### src/rtl/arbitro_escritura_breg.sv
// -----------------------------------------------------------------------------
// arbitro_escritura_breg
//
// Shares the single write port of the 32x32 register file between two
// write-back requesters (ALU result and memory load). Each requester feeds a
// small FIFO through a valid/ready handshake. An arbiter commits at most one
// write per cycle into a registered output (enesc/diresc/datoesc). It also
// flags read-after-write hazards for the two register-file read addresses
// against writes that are still queued.
//
// Optional build macro:
//   ARB_ROUNDROBIN_EN : alternating priority between ALU and MEM.
//                       When undefined, MEM has fixed priority and the ALU is
//                       force-granted after MAX_ESPERA consecutive lost cycles.
//
// Ports:
//   clk, rst              clock (rising edge), asynchronous active-high reset
//   val_alu/listo_alu     ALU request handshake, dir_alu/dato_alu payload
//   val_mem/listo_mem     MEM request handshake, dir_mem/dato_mem payload
//   dirlec1/dirlec2       register-file read addresses
//   riesgo1/riesgo2       hazard: read address matches a queued write
//   enesc/diresc/datoesc  register-file write port
//   ocupado               any write queued or in flight
// -----------------------------------------------------------------------------

// Per-requester FIFO with hazard lookup over its valid entries.
module arbitro_escritura_breg_fifo #(
    parameter int ANCHO_DATO  = 32,
    parameter int ANCHO_DIR   = 5,
    parameter int PROFUNDIDAD = 2,
    localparam int PW         = $clog2(PROFUNDIDAD),
    localparam int CW         = PW + 1
) (
    input  logic                  clk,
    input  logic                  rst,
    input  logic                  push,
    input  logic [ANCHO_DIR-1:0]  dir_in,
    input  logic [ANCHO_DATO-1:0] dato_in,
    input  logic                  pop,
    input  logic [ANCHO_DIR-1:0]  dirlec1,
    input  logic [ANCHO_DIR-1:0]  dirlec2,
    output logic [CW-1:0]         count,
    output logic [ANCHO_DIR-1:0]  dir_head,
    output logic [ANCHO_DATO-1:0] dato_head,
    output logic                  hit1,
    output logic                  hit2
);
    logic [ANCHO_DIR-1:0]  dir_q  [PROFUNDIDAD];
    logic [ANCHO_DATO-1:0] dato_q [PROFUNDIDAD];
    logic [PW-1:0]         rd;
    logic [PW-1:0]         wr;

    always_ff @(posedge clk or posedge rst) begin
        if (rst) begin
            rd    <= '0;
            wr    <= '0;
            count <= '0;
        end else begin
            if (push) wr <= wr + PW'(1);
            if (pop)  rd <= rd + PW'(1);
            // Simultaneous push and pop leaves the occupancy unchanged.
            case ({push, pop})
                2'b10:   count <= count + CW'(1);
                2'b01:   count <= count - CW'(1);
                default: count <= count;
            endcase
        end
    end

    // Storage needs no reset: only slots covered by count are ever observed.
    always_ff @(posedge clk) begin
        if (push) begin
            dir_q[wr]  <= dir_in;
            dato_q[wr] <= dato_in;
        end
    end

    assign dir_head  = dir_q[rd];
    assign dato_head = dato_q[rd];

    // Walk from the head so only live entries take part in the comparison.
    always_comb begin
        hit1 = 1'b0;
        hit2 = 1'b0;
        for (int k = 0; k < PROFUNDIDAD; k++) begin
            if (CW'(k) < count) begin
                if (dir_q[rd + PW'(k)] == dirlec1) hit1 = 1'b1;
                if (dir_q[rd + PW'(k)] == dirlec2) hit2 = 1'b1;
            end
        end
    end
endmodule

module arbitro_escritura_breg #(
    parameter int ANCHO_DATO  = 32,
    parameter int ANCHO_DIR   = 5,
    parameter int PROFUNDIDAD = 2,
    parameter int MAX_ESPERA  = 4
) (
    input  logic                  clk,
    input  logic                  rst,
    input  logic                  val_alu,
    output logic                  listo_alu,
    input  logic [ANCHO_DIR-1:0]  dir_alu,
    input  logic [ANCHO_DATO-1:0] dato_alu,
    input  logic                  val_mem,
    output logic                  listo_mem,
    input  logic [ANCHO_DIR-1:0]  dir_mem,
    input  logic [ANCHO_DATO-1:0] dato_mem,
    input  logic [ANCHO_DIR-1:0]  dirlec1,
    input  logic [ANCHO_DIR-1:0]  dirlec2,
    output logic                  riesgo1,
    output logic                  riesgo2,
    output logic                  enesc,
    output logic [ANCHO_DIR-1:0]  diresc,
    output logic [ANCHO_DATO-1:0] datoesc,
    output logic                  ocupado
);
    localparam int PW = $clog2(PROFUNDIDAD);
    localparam int CW = PW + 1;

    logic [CW-1:0]         cnt_alu, cnt_mem;
    logic [ANCHO_DIR-1:0]  cab_dir_alu, cab_dir_mem;
    logic [ANCHO_DATO-1:0] cab_dato_alu, cab_dato_mem;
    logic                  h1_alu, h2_alu, h1_mem, h2_mem;
    logic                  push_alu, push_mem;
    logic                  eleg_alu, eleg_mem;
    logic                  gana_alu, gana_mem;

    // Ready depends on registered occupancy only, so a full FIFO being
    // drained this cycle still reports not-ready.
    assign listo_alu = !rst && (cnt_alu < CW'(PROFUNDIDAD));
    assign listo_mem = !rst && (cnt_mem < CW'(PROFUNDIDAD));
    assign push_alu  = val_alu && listo_alu;
    assign push_mem  = val_mem && listo_mem;

    // Eligibility uses start-of-cycle occupancy: a fresh entry cannot bypass.
    assign eleg_alu = (cnt_alu != '0);
    assign eleg_mem = (cnt_mem != '0);

    arbitro_escritura_breg_fifo #(
        .ANCHO_DATO (ANCHO_DATO),
        .ANCHO_DIR  (ANCHO_DIR),
        .PROFUNDIDAD(PROFUNDIDAD)
    ) u_fifo_alu (
        .clk      (clk),
        .rst      (rst),
        .push     (push_alu),
        .dir_in   (dir_alu),
        .dato_in  (dato_alu),
        .pop      (gana_alu),
        .dirlec1  (dirlec1),
        .dirlec2  (dirlec2),
        .count    (cnt_alu),
        .dir_head (cab_dir_alu),
        .dato_head(cab_dato_alu),
        .hit1     (h1_alu),
        .hit2     (h2_alu)
    );

    arbitro_escritura_breg_fifo #(
        .ANCHO_DATO (ANCHO_DATO),
        .ANCHO_DIR  (ANCHO_DIR),
        .PROFUNDIDAD(PROFUNDIDAD)
    ) u_fifo_mem (
        .clk      (clk),
        .rst      (rst),
        .push     (push_mem),
        .dir_in   (dir_mem),
        .dato_in  (dato_mem),
        .pop      (gana_mem),
        .dirlec1  (dirlec1),
        .dirlec2  (dirlec2),
        .count    (cnt_mem),
        .dir_head (cab_dir_mem),
        .dato_head(cab_dato_mem),
        .hit1     (h1_mem),
        .hit2     (h2_mem)
    );

`ifdef ARB_ROUNDROBIN_EN
    // Last-winner flag; starts as ALU so MEM gets the first tie.
    logic ult_alu;

    always_comb begin
        gana_alu = 1'b0;
        gana_mem = 1'b0;
        if (eleg_alu && eleg_mem) begin
            if (ult_alu) gana_mem = 1'b1;
            else         gana_alu = 1'b1;
        end else if (eleg_mem) begin
            gana_mem = 1'b1;
        end else if (eleg_alu) begin
            gana_alu = 1'b1;
        end
    end

    always_ff @(posedge clk or posedge rst) begin
        if (rst)           ult_alu <= 1'b1;
        else if (gana_alu) ult_alu <= 1'b1;
        else if (gana_mem) ult_alu <= 1'b0;
    end
`else
    localparam int EW = $clog2(MAX_ESPERA + 1);

    logic [EW-1:0] espera_alu;
    logic          forzar_alu;

    // Ageing override: a starved ALU beats MEM once it has waited long enough.
    assign forzar_alu = eleg_alu && (espera_alu >= EW'(MAX_ESPERA));

    always_comb begin
        gana_alu = forzar_alu || (eleg_alu && !eleg_mem);
        gana_mem = eleg_mem && !forzar_alu;
    end

    always_ff @(posedge clk or posedge rst) begin
        if (rst) begin
            espera_alu <= '0;
        end else if (eleg_alu && !gana_alu) begin
            if (espera_alu != EW'(MAX_ESPERA)) espera_alu <= espera_alu + EW'(1);
        end else begin
            espera_alu <= '0;
        end
    end
`endif

    // Registered commit. Zero-register writes are consumed without enabling.
    always_ff @(posedge clk or posedge rst) begin
        if (rst) begin
            enesc   <= 1'b0;
            diresc  <= '0;
            datoesc <= '0;
        end else if (gana_alu) begin
            enesc   <= (cab_dir_alu != '0);
            diresc  <= cab_dir_alu;
            datoesc <= cab_dato_alu;
        end else if (gana_mem) begin
            enesc   <= (cab_dir_mem != '0);
            diresc  <= cab_dir_mem;
            datoesc <= cab_dato_mem;
        end else begin
            enesc   <= 1'b0;
        end
    end

    // The entry sitting in the output register is not a hazard: the register
    // file forwards it while enesc is high.
    assign riesgo1 = (dirlec1 != '0) && (h1_alu || h1_mem);
    assign riesgo2 = (dirlec2 != '0) && (h2_alu || h2_mem);

    assign ocupado = eleg_alu || eleg_mem || enesc;
endmodule

### config.mk
export PLATFORM = sky130hd
export DESIGN_NAME = arbitro_escritura_breg
export DESIGN_NICKNAME = d
export VERILOG_FILES = /design/src/rtl/arbitro_escritura_breg.sv
export SDC_FILE = /design/constraint.sdc
export NUM_CORES = 1
export LEC_CHECK = 0
export BUFFER_PORTS_ARGS = -buffer_cell sky130_fd_sc_hd__buf_4
export CORE_ASPECT_RATIO = 0.8
export CORE_MARGIN = 1
export CORE_UTILIZATION = 30
export DETAILED_ROUTE_END_ITERATION = 10
export REMOVE_ABC_BUFFERS = 1
export SYNTH_ARGS = -nofsm -noshare
export SYNTH_HDL_FRONTEND = slang
export SYNTH_SLANG_ARGS = --single-unit
export TNS_END_PERCENT = 50
### constraint.sdc
create_clock -name clk -period 3.52 [get_ports clk]
set_input_delay 0.704 -clock clk [delete_from_list [all_inputs] [get_ports clk]]
set_output_delay 0.704 -clock clk [all_outputs]
set_load 0.005 [all_outputs]
==> results.json <==
{
  "status": "finished clean",
  "cp.arrival_ns": 2.48,
  "cts_tree": "yes",
  "grt_antenna_before_repair": 0,
  "grt_max_degree": 43,
  "tightest_slew_ns": 0.794,
  "synth_top_area_frac": 0.542,
  "hold_viol": 0,
  "syn_area_um2": 8190,
  "synth_common_cells": "148 x edfxtp_1, 67 x mux2i_1, 49 x dfrtp_1, 41 x nand2_1, 32 x xor2_1",
  "clock_path_buffers": 2,
  "min_from": "dir_mem[0]",
  "switching_share": 0.322,
  "power_frac_clock": 0.254,
  "synth-main-ff-cell": "edfxtp_1",
  "min_path_type": "in -> reg",
  "ant_nets": 0,
  "tns_ns": 0,
  "final_net_count": 760,
  "worst-path-buf-inv": 1,
  "max_stage_delay_ns": 0.66,
  "hold_buffers": 0,
  "overflow": 0,
  "internal-power_w": 0.00543,
  "layout-drive-gt1-share": 0.293,
  "final.fill_count": 2528,
  "critical_path_class": "reg -> out",
  "crit_family": "flip-flops",
  "crit_start": "u_fifo_mem.rd",
  "start_util": 0.309,
  "ctsHtreeMaxLevel": 4,
  "drtIter0Drc": 342,
  "max_freq_mhz": 314,
  "power_switching_w": 0.00257,
  "synth.area.top_cells": "edfxtp_1 54%, dfrtp_1 15%, mux2i_1 8.2%",
  "insertion_delay_ns": 0.44,
  "avgViaCountPerCell": 4.63,
  "synth_area_leader_cell": "edfxtp_1",
  "syn_inst": 536,
  "rsz0062_at_grt": "false",
  "grtUsageTotal": 0.146,
  "max-vdd-ir-drop_v": 0.000335,
  "syn_avg_cell_area_um2": 15.3,
  "antenna_cells": 0,
  "final-max-slew-violation-count": 0,
  "cts_setup_buffers": 0,
  "vias": 4785,
  "grt_pass1_vias": 4879,
  "synth-edff-count": 148,
  "async_flop_share": 0.249,
  "fin_crit_ns": 3.18,
  "seq_area_frac_synth": 0.692,
  "die-area_um2": 28000,
  "drc": 0,
  "worstSetupPathDepth": 7,
  "worstReg2RegStart": "u_fifo_mem.count[1]",
  "cp_max_fo": 14,
  "combPwrFrac": 0.325,
  "cp_cell_sequence": "mux2i_1 -> xor2_1 -> nand4_1 -> nor3_1 -> nor4_1 -> a21oi_1 -> buf_4",
  "endpoint_kind": "primary output",
  "relSlewSlack": 0.470,
  "multiInputGateArea_um2": 2330,
  "p_total_w": 0.00800,
  "num_rows": 53,
  "grt_pass1_wl_um": 29700,
  "power_density_nw_per_um2": 785,
  "ios": 131,
  "clock_sink_count": 197,
  "synth-warning-count": 0,
  "clkTransAtPathRegs_ns": 0.08,
  "syn_to_final_growth_pct": 24.3,
  "fp.dieH_um": 150,
  "dr.pass1.iters": 5,
  "start_kind": "register",
  "wl_um": 19400,
  "synth_cell_types": 35,
  "regArea_um2": 5680,
  "setup_viol": 0,
  "required_ns": 2.82,
  "power.share.sequential": 0.421,
  "cts-resized-gates": 0,
  "coreArea_um2": 26500,
  "p_leak_nw": 3.90,
  "fin_crit_sh": 0.904,
  "cap_violations": 0,
  "cts_root_buf": "clkbuf_16",
  "port_buffers": 130,
  "drt-wirelength-per-cell_um": 18.8,
  "numCtsBuffers": 17,
  "yosysMostFrequentCell": "edfxtp_1",
  "dieWidth_um": 187,
  "synth_seq_cells": 197,
  "hpwl_um": 13000,
  "place_congestion": 0.846,
  "cpMaxStageDelayCell": "dfrtp_2",
  "clock_skew_ns": 0.0130,
  "whs_path_depth": 1,
  "ff2ff_path_depth": 8
}
[metal layers]
layer | global-route usage | share of wire | up-vias
met5 | 0 | 0 | -
met4 | 0.0406 | 0.0097 | 0
met3 | 0.0474 | 0.066 | 13
met2 | 0.230 | 0.46 | 145
met1 | 0.192 | 0.46 | 2390
li1 | - | - | 2237
[kinds of logic after synthesis]
family | synth area share
and+or+nand+nor | 0.0554
buffers and inverters | 0.0264
AOI/OAI and AO/OA | 0.0473
xor gates and xnor gates | 0.0513
muxes | 0.115
adders and majority gates | 0.0122
DFF | 0.692
[state kept, by name, summed over array words and instances, names as in the netlist, 2 cells and up]
register and cells:
u_fifo_mem.dato_q 64, datoesc 32, u_fifo_alu.count 2, u_fifo_alu.dato_q 64, u_fifo_alu.dir_q 10, espera_alu 3, u_fifo_mem.dir_q 10, diresc 5
u_fifo_mem.count 2
[layout make-up]
| cell class | instances | share of cell area |
|---|---|---|
| sequential | 197 | 0.557 |
| clock inverter | 13 | 0.0177 |
| clock buffer | 18 | 0.0421 |
| multi-input combinational | 296 | 0.229 |
| tap | 357 | 0.0438 |
| inverter | 10 | 0.00368 |
| timing repair buffer | 142 | 0.107 |
[cells in the final DEF, fill, tap and decap left out, types with 2 or more instances in the layout]
master        n
inv_1         8
bufinv_16     4
buf_4       140
and3_2        2
nand2b_1      9
buf_12        2
edfxtp_1    148
mux2_2        6
mux2i_2       6
dfrtp_1      47
o21ai_1      10
nor3_1       11
xor2_1       32
xnor2_1      16
nand4_1       9
nor2_1       16
nand2_1      40
inv_6         2
clkinvlp_4    2
mux2i_1      67
clkinv_2      3
o221ai_1     24
clkbuf_16    17
ha_1          8
a21oi_1      14
a221oi_1      4
mux2_1        3
nor4_1        2
nor2_4        2
mux2i_4       4
and3_1        2
inv_2         2
o21ai_0       3
[path summary, 6_finish.rpt]
kind / to / slack, ns
setup / recovery: riesgo2 / 0.34
hold / removal: u_fifo_mem.dir_q[1][0] / 0.44
setup reg to reg: datoesc[2] / 1.12
hold reg to reg: espera_alu[0] / 0.49
max in group asynchronous: datoesc[21] / 2.25
min in group asynchronous: u_fifo_mem.count[1] / 0.45
[power by group through the flow]
stage / clock [W] / sequential [W] / combinational, W
2_1_floorplan: 0 / 0.00347 / 0.00148
3_3_place_gp: 0 / 0.00341 / 0.00259
5_1_grt: 0.00218 / 0.00343 / 0.00285
4_1_cts: 0.00209 / 0.00337 / 0.00267
6_report: 0.00204 / 0.00337 / 0.00260
3_5_place_dp: 0 / 0.00341 / 0.00265
[metrics by stage]
stage	util	instance area (µm²)	setup slack, ns	instances	hold slack [ns]
detailed placement	0.361	9580	0.803	1002	0.469
global placement	0.361	9580	0.838	1002	0.472
floorplan	-	8020	0.0912	503	0.440
CTS	0.384	10200	0.317	1033	0.417
finish	0.384	10200	0.339	1033	0.440
global route	0.384	10200	0.195	1033	0.407
Power figures use the tool's default switching activity.
